--- config.mk ---
export PLATFORM = sky130hd
export DESIGN_NAME = imm_gen_pipe
export DESIGN_NICKNAME = d
export VERILOG_FILES = /design/src/rtl/imm_gen_pipe.sv
export SDC_FILE = /design/constraint.sdc
export NUM_CORES = 1
export LEC_CHECK = 0
export ABC_CLOCK_PERIOD_IN_PS = 2600
export CAP_MARGIN = 20
export CORE_UTILIZATION = 52
export DETAILED_ROUTE_END_ITERATION = 10
export HOLD_SLACK_MARGIN = 0.03
export PLACE_DENSITY = 0.8
export SETUP_SLACK_MARGIN = 0.3
export SLEW_MARGIN = 25
export SYNTH_ARGS = -nofsm -noshare
export SYNTH_HDL_FRONTEND = slang
export SYNTH_SLANG_ARGS = --single-unit
--- constraint.sdc ---
create_clock -name clk -period 2.6 [get_ports clk]
set_input_delay 0.78 -clock clk [delete_from_list [all_inputs] [get_ports clk]]
set_output_delay 0.78 -clock clk [all_outputs]
set_load 0.005 [all_outputs]
--- src/rtl/imm_gen_pipe.sv ---
// imm_gen_pipe: pipelined RISC-V immediate generator behind a 2-entry elastic output buffer
module imm_gen_pipe #(
    parameter int XLEN       = 32,
    parameter bit AUTO_FMT   = 1'b1,
    parameter bit SHAMT_MASK = 1'b1
) (
    input  logic            clk,
    input  logic            rst_n,
    input  logic            flush,
    input  logic            in_valid,
    output logic            in_ready,
    input  logic [31:0]     instr,
    input  logic [2:0]      fmt_ctrl,
    output logic            out_valid,
    input  logic            out_ready,
    output logic [XLEN-1:0] imm,
    output logic [2:0]      fmt,
    output logic            has_imm,
    output logic            illegal
);
    localparam int EW = XLEN + 5;
    localparam logic [1:0] EMPTY = 2'd0, ONE = 2'd1, TWO = 2'd2;
    localparam logic [2:0] FMT_U = 3'b000, FMT_I = 3'b001, FMT_S = 3'b010, FMT_J = 3'b100, FMT_B = 3'b110;
    localparam logic [6:0] OP_LUI = 7'b0110111, OP_AUIPC = 7'b0010111, OP_JAL = 7'b1101111;
    localparam logic [6:0] OP_JALR = 7'b1100111, OP_LOAD = 7'b0000011, OP_IMM = 7'b0010011;
    localparam logic [6:0] OP_IMM32 = 7'b0011011, OP_FENCE = 7'b0001111, OP_SYSTEM = 7'b1110011;
    localparam logic [6:0] OP_STORE = 7'b0100011, OP_BRANCH = 7'b1100011;
    localparam logic [6:0] OP_OP = 7'b0110011, OP_OP32 = 7'b0111011;

    logic [6:0]      opcode;
    logic [2:0]      funct3;
    logic [2:0]      dec_fmt, sel_fmt;
    logic            dec_has, dec_ill, sel_has, sel_ill, is_shift;
    logic [XLEN-1:0] imm_i, imm_s, imm_b, imm_j, imm_u, imm_sh, sel_imm;
    logic [EW-1:0]   new_e, out_q, out_d, skid_q, skid_d;
    logic [1:0]      state_q, state_d;
    logic            in_ready_q, in_ready_d, accept, drain;

    assign opcode = instr[6:0];
    assign funct3 = instr[14:12];

    // classify the opcode into an immediate format, no-immediate or illegal
    always_comb begin
        dec_fmt = FMT_U;
        dec_has = 1'b1;
        dec_ill = 1'b0;
        case (opcode)
            OP_LUI, OP_AUIPC: dec_fmt = FMT_U;
            OP_JAL: dec_fmt = FMT_J;
            OP_JALR, OP_LOAD, OP_IMM, OP_IMM32, OP_FENCE, OP_SYSTEM: dec_fmt = FMT_I;
            OP_STORE: dec_fmt = FMT_S;
            OP_BRANCH: dec_fmt = FMT_B;
            OP_OP, OP_OP32: dec_has = 1'b0;
            default: begin
                dec_has = 1'b0;
                dec_ill = 1'b1;
            end
        endcase
    end

    assign imm_i  = XLEN'($signed(instr[31:20]));
    assign imm_s  = XLEN'($signed({instr[31:25], instr[11:7]}));
    assign imm_b  = XLEN'($signed({instr[31], instr[7], instr[30:25], instr[11:8], 1'b0}));
    assign imm_j  = XLEN'($signed({instr[31], instr[19:12], instr[20], instr[30:21], 1'b0}));
    assign imm_u  = XLEN'($signed({instr[31:12], 12'b0}));
    // shamt[5] only exists for 64-bit OP-IMM shifts; OP-IMM-32 is always 5 bits
    assign imm_sh = XLEN'({instr[25] && (opcode == OP_IMM) && (XLEN == 64), instr[24:20]});

    assign is_shift = (opcode == OP_IMM || opcode == OP_IMM32) && funct3[1:0] == 2'b01;
    assign sel_fmt  = AUTO_FMT ? dec_fmt : fmt_ctrl;
    assign sel_has  = AUTO_FMT ? dec_has : 1'b1;
    assign sel_ill  = AUTO_FMT ? dec_ill : 1'b0;

    // pick the immediate for the applied format, zero when there is none
    always_comb begin
        sel_imm = !sel_has ? '0 :
                  (AUTO_FMT && SHAMT_MASK && is_shift) ? imm_sh :
                  sel_fmt[0] ? imm_i :
                  sel_fmt[2:1] == 2'b00 ? imm_u :
                  sel_fmt[2:1] == 2'b01 ? imm_s :
                  sel_fmt[2:1] == 2'b10 ? imm_j : imm_b;
    end

    assign new_e  = {sel_imm, sel_fmt, sel_has, sel_ill};
    assign accept = in_valid && in_ready_q;
    assign drain  = (state_q != EMPTY) && out_ready;

    // occupancy transitions of the output register plus skid register
    always_comb begin
        state_d = state_q;
        out_d   = out_q;
        skid_d  = skid_q;
        if (flush) begin
            state_d = EMPTY;
        end else begin
            case (state_q)
                EMPTY: begin
                    state_d = accept ? ONE : EMPTY;
                    out_d   = accept ? new_e : out_q;
                end
                ONE: begin
                    state_d = (accept && !drain) ? TWO : (!accept && drain) ? EMPTY : ONE;
                    out_d   = (accept && drain) ? new_e : out_q;
                    skid_d  = (accept && !drain) ? new_e : skid_q;
                end
                TWO: begin
                    state_d = drain ? ONE : TWO;
                    out_d   = drain ? skid_q : out_q;
                end
                default: state_d = EMPTY;
            endcase
        end
        in_ready_d = state_d != TWO;
    end

    // buffer state and registered ready, cleared asynchronously
    always_ff @(posedge clk or negedge rst_n) begin
        if (!rst_n) begin
            state_q    <= EMPTY;
            in_ready_q <= 1'b0;
            out_q      <= '0;
            skid_q     <= '0;
        end else begin
            state_q    <= state_d;
            in_ready_q <= in_ready_d;
            out_q      <= out_d;
            skid_q     <= skid_d;
        end
    end

    assign {imm, fmt, has_imm, illegal} = out_q;
    assign out_valid = state_q != EMPTY;
    assign in_ready  = in_ready_q;
endmodule

# Word-level counts from Yosys, hierarchy flattened
# Index checks and enable logic that the tools add are counted.
[op_classes]
eq_ne = 22
muxes = 19
bitwise_logic = 1
reduce_logical = 18
[ops]
columns = ["cell", "n"]
rows = [
  ["$mux 37", 3],
  ["$pmux 37 s3", 1],
  ["$mux 32", 2],
  ["$mux 31", 2],
  ["$mux 20", 2],
  ["$eq 7x6->1 const B", 4],
  ["$eq 7x7->1 const B", 4],
  ["$eq 7x5->1 const B", 3],
  ["$reduce_or 13->1", 1],
  ["$pmux 3 s4", 1],
  ["$reduce_or 11->1", 1],
  ["$ne 2x2->1 const B", 4],
  ["$eq 7x2->1 const B", 1],
  ["$eq 7x4->1 const B", 1],
  ["$eq 2x1->1 const B", 3],
  ["$logic_and 1x1->1", 6],
  ["$mux 2", 3],
  ["$pmux 2 s3", 1],
  ["$reduce_or 6->1", 1],
  ["$reduce_and 5->1", 1],
  ["$eq 2x2->1 const B", 2],
  ["$logic_not 2->1", 2],
  ["$mux 1", 4],
  ["$reduce_and 3->1", 1],
  ["other kinds (5)", 6],
]
[word_totals]
regBits = 77
inputBits = 40
out_inout_bits = 39
word_cells = 64

# Longest topological paths before layout
[depth]
ltp_word = 12
ltp_mapped = 10
mapped_depth_nobuf = 8

# Worst setup path after synthesis
# OpenSTA, ideal clock, no wires.
[synth_timing]
path_type = "input port to flip-flop"
startpoint = "input instr[2]"
endpoint = "register skid_q[27]"
arrival_ps = 2065
path_slack_ps = 407
cell_stages = 6
path_buffers = 1
cell_sequence = "or4b_1 > buf_4 > o21ai_4 > nor2_2 > a21oi_4 > a21oi_1"
[synth_via]
elab_chain_cells = 8
elab_cells_between_ends = 22
classes_between = "eq/ne: 11; mux: 6; reduce/logical: 5"
[synth_rtl]
columns = ["item", "line_no", "text"]
rows = [
  ["from (decl)", "12", "input logic [31:0] instr,"],
  ["$eq 7x5->1, or another cell as far along", "47, 69", ""],
  ["$reduce_or 6->1", "n/a", ""],
  ["$pmux 3 s4", "47", "case (opcode)"],
  ["$logic_not 2->1", "79", "sel_fmt[2:1] == 2'b00 ? imm_u :"],
  ["$mux 31", "79", ""],
  ["$mux 31", "78", "sel_fmt[0] ? imm_i :"],
  ["$mux 32", "77", "(AUTO_FMT && SHAMT_MASK && is_shift) ? imm_sh :"],
  ["$mux 32 (*)", "76", "sel_imm = !sel_has ? '0 :"],
  ["to (signal assigned)", "127", "skid_q <= skid_d;"],
  ["to (decl)", "35", "logic [EW-1:0] new_e, out_q, out_d, skid_q, skid_d;"],
]
# Every way passes the cells marked *; elsewhere a longest branch is shown, timed or not.
# A chain may end at the register's enable or synchronous reset.

# Worst setup path after layout
[layout_timing]
startpoint = "input in_valid"
endpoint = "register out_q[35]"
[layout_via]
elab_chain_cells = 4
elab_cells_between_ends = 5
classes_between = "eq/ne: 2; reduce/logical: 3"
[layout_rtl]
columns = ["item", "line_no", "text"]
rows = [
  ["from (decl)", "10", "input logic in_valid,"],
  ["$logic_and 1x1->1 (*)", "85", "assign accept = in_valid && in_ready_q;"],
  ["$logic_and 1x1->1", "103", "out_d = (accept && drain) ? new_e : out_q;"],
  ["$ne 2x2->1 (no source line)", "n/a", ""],
  ["$reduce_and 5->1 (no source line) (*)", "n/a", ""],
  ["to (signal assigned)", "126", "out_q <= out_d;"],
  ["to (decl)", "35", ""],
]
# Marks and branches as above.

==> metrics.md <==
| Metric | Value |
|---|---|
| Number of global-route vias before repair | `3750` |
| Mapped Area | `3980 um2` |
| Initial Util | `0.543` |
| Total Wirelength | `11400 um` |
| Critical path's most frequent cell | `buf_4` |
| Top-area cell type share of the netlist area | `0.484` |
| Layout cells sized above 1 | `0.203` |
| Worst slew pin tran | `589 ps` |
| Worst-path cell chain | `clkdlybuf4s50_1 -> and2_4 -> mux2i_1 -> o31ai_4 -> buf_4 -> buf_12 -> buf_4 -> o21ai_0 -> o21ai_2` |
| DR WL/cell | `17.5 um` |
| Number of synthesized flops with an enable pin | `0` |
| First drt pass iteration count | `5` |
| Final Wtd Congestion | `0.888` |
| Global-route wire length before repair | `17800 um` |
| Clock sink total | `77` |
| Final count of hold timing violations | `0` |
| CP max stage delay | `450 ps` |
| Drc violations | `0` |
| Synth Area in XOR/XNOR | `0` |
| CP startpoint kind | `input port` |
| Simple-Gate Fraction of Synth Area | `0.233` |
| Syn. warnings | `0` |
| Pleak | `2.37 nW` |
| Min Tclk post-route | `2210 ps` |
| Max Cap Viol | `0` |
| Area grow syn2layout | `38.9%` |
| Adder-cell share of the synthesized area | `0.00629` |
| Clock root buffer | `clkbuf_8` |
| Post-route setup TNS | `0 ps` |
| Most common cell after layout, fill and taps aside | `nand2_1` |
| Die height | `89.5 um` |
| Seq cells post-synth | `77` |
| Main combinational cell family by area after synthesis | `simple AND/OR/NAND/NOR gates` |
| Remaining global-route overflow | `0` |
| TritonCTS buffer count | `9` |
| Post-synthesis sequential area ratio | `0.484` |
| Status | `finished, final reports clean` |
| Slew Viols, Final | `0` |
| Predominant post-synthesis flop cell | `dfrtp_1` |
| Post-synthesis mux area share | `0.0129` |
| CTS H-tree depth | `3` |
| # IOs | `79` |
| Antenna cells | `0` |
| Mapped Nets | `479` |
| Clock skew | `7.94 ps` |
| Compound-Gate Fraction of Synth Area | `0.227` |
| CTS tree | `built` |
| Critical Path Start | `in_valid` |
| Hold crit path type | `input port to asynchronous set/reset pin` |
| Worst Setup EP | `out_q[35]` |
| Relative slew margins | `0.607` |
| Total Nets Final | `590` |
| Max Clk Rate | `0.452 GHz` |
| Worst-Skew Late Latency | `350 ps` |
| Netlist cell types | `59` |
| CTS max path bufs | `2` |
| Data required time of the critical path | `2890 ps` |
| Final cell count without fillers | `652` |
| RSZ-0062 raised after global routing | `no` |
| Reg2reg setup slack | `570 ps` |
| R2r worst-path depth | `11` |
| # port buffers | `75` |
| Worst setup path class | `input port to register` |
| Setup WS pre-CTS | `-203 ps` |
| Worst r2r dst | `out_q[19]` |
| Antenna violations before repair | `0` |
| Most frequent cells in the layout | `nand2_1, dfrtp_1, clkdlybuf4s50_1, buf_4, nor2_1` |
| Vias per cell | `5.95` |
| Worst VDD drop | `0.339 mV` |
| Core area | `7330 um2` |
| All-Layer GR Usage | `0.298` |
| Die width | `89.5 um` |
| Post-Place Cells | `625` |
| Async set-reset flop share out of synthesis | `1.00` |
| Die area | `8010 um2` |
| Design area | `5530 um2` |
| Final Setup Violations | `0` |
| Iter 0 DRT Violations | `282` |
| Setup ws final | `387 ps` |
| Worst EP arrival | `2500 ps` |
| Mapped Avg Cell Area | `9.11 um2` |
| Largest net degree at the start of global routing | `34` |
| Dpl cell area | `5090 um2` |
| Reg-to-Reg Start | `state_q[1]` |
| Clk pin slew, worst setup/hold paths | `90 ps` |
| Top post-synthesis cells by area | `dfrtp_1, nand2_1, a21oi_1` |
| Post-DP HPWL | `7640 um` |
| Via Count | `3882` |
| Critical path capture point type | `register` |
| Final period util | `0.851` |
| Crit path max fanout | `11` |
| # rows | `31` |
| Pwr/cell area | `611 nW/um2` |
| Post-synth top area cell | `dfrtp_1` |
| CP max stage cell | `clkdlybuf4s50_1` |
| Mapped Cells | `437` |
| ANT nets after route | `0` |
[critical path, delay by kind of cell]
family | cells | cell delay (ps)
mux | 1 | 110
simple gates | 1 | 160
compound gates | 3 | 540
buf+inv | 4 | 900
[flip-flops by register name, indices dropped and copies added, names as in the netlist]
| signal | count |
|---|---|
| out_q | 37 |
| in_ready | 1 |
| state_q | 2 |
| skid_q | 37 |
[layer usage]
metal | GRT usage | routed length [um] | vias to the layer above
li1 | - | - | 1779
met1 | 0.382 | 4810 | 1909
met2 | 0.504 | 5640 | 170
met3 | 0.0416 | 674 | 24
met4 | 0.134 | 280 | 0
met5 | 0 | 0 | -
[synthesized netlist by cell type (3+ instances only)]
master    count
nand2b_1      4
o31ai_1       4
o22ai_1       8
clkbuf_1     21
buf_4         3
nor2_1       44
inv_1         3
a22o_1        5
mux2i_1       4
buf_2         5
and3_1       11
o211ai_1     15
o21ai_1      17
nor3_1        3
nand3_1      15
dfrtp_1      77
and2_1        6
nand2_1      80
a21oi_1      33
o21ai_0      25
[layout make-up]
| cell class | instances | area, um2 |
|---|---|---|
| Multi-Input combinational cell | 328 | 2010 |
| Tap cell | 99 | 124 |
| Timing Repair Buffer | 129 | 1230 |
| Inverter | 3 | 11.3 |
| Sequential cell | 77 | 1930 |
| Clock inverter | 6 | 92.6 |
| Fill cell | 511 | 1800 |
| Clock buffer | 10 | 138 |
[through the flow]
stage | hold slack [ps] | power (mW) | util
detailed placement | 459 | 2.30 | 0.695
global route | 390 | 3.54 | 0.754
global placement | 456 | 2.26 | 0.695
CTS | 384 | 3.36 | 0.743
finish | 371 | 3.38 | 0.754
floorplan | 439 | 1.85 | -
[power breakdown]
group          switching (mW)  leakage [nW]  internal [mW]  total, mW
Combinational           0.389          1.26          0.444      0.832
Sequential              0.105          1.00           1.39       1.49
Clock                   0.477         0.110          0.574       1.05
Total                   0.971          2.37           2.41       3.38
[worst min path at each step]
| stage | to | slack, ps | cells past startpoint |
|---|---|---|---|
| global route | state_q[1] | 390 | 1 |
| detailed placement | skid_q[5] | 460 | 2 |
| CTS | skid_q[28] | 380 | 1 |
| global placement | skid_q[5] | 460 | 2 |
| finish | state_q[1] | 370 | 1 |
| floorplan | skid_q[5] | 440 | 2 |
[logic make-up (layout without fill, tap and decap cells)]
kind of cell    Yosys count  after routing
mux                       5              5
fa+ha+maj                 2              2
simple gates            188            188
compound gates          132            133
buf+inv                  33            148
flops                    77             77
[timing repair]
item                                    in CTS  in global routing
gates cloned                                 1                  0
hold buffers                                 0                  0
setup buffers                                7                  3
pin swaps                                   13                  7
endpoints found under the setup margin      42                 58
gates resized for setup                     16                 16
Power figures use the tool's default switching activity.
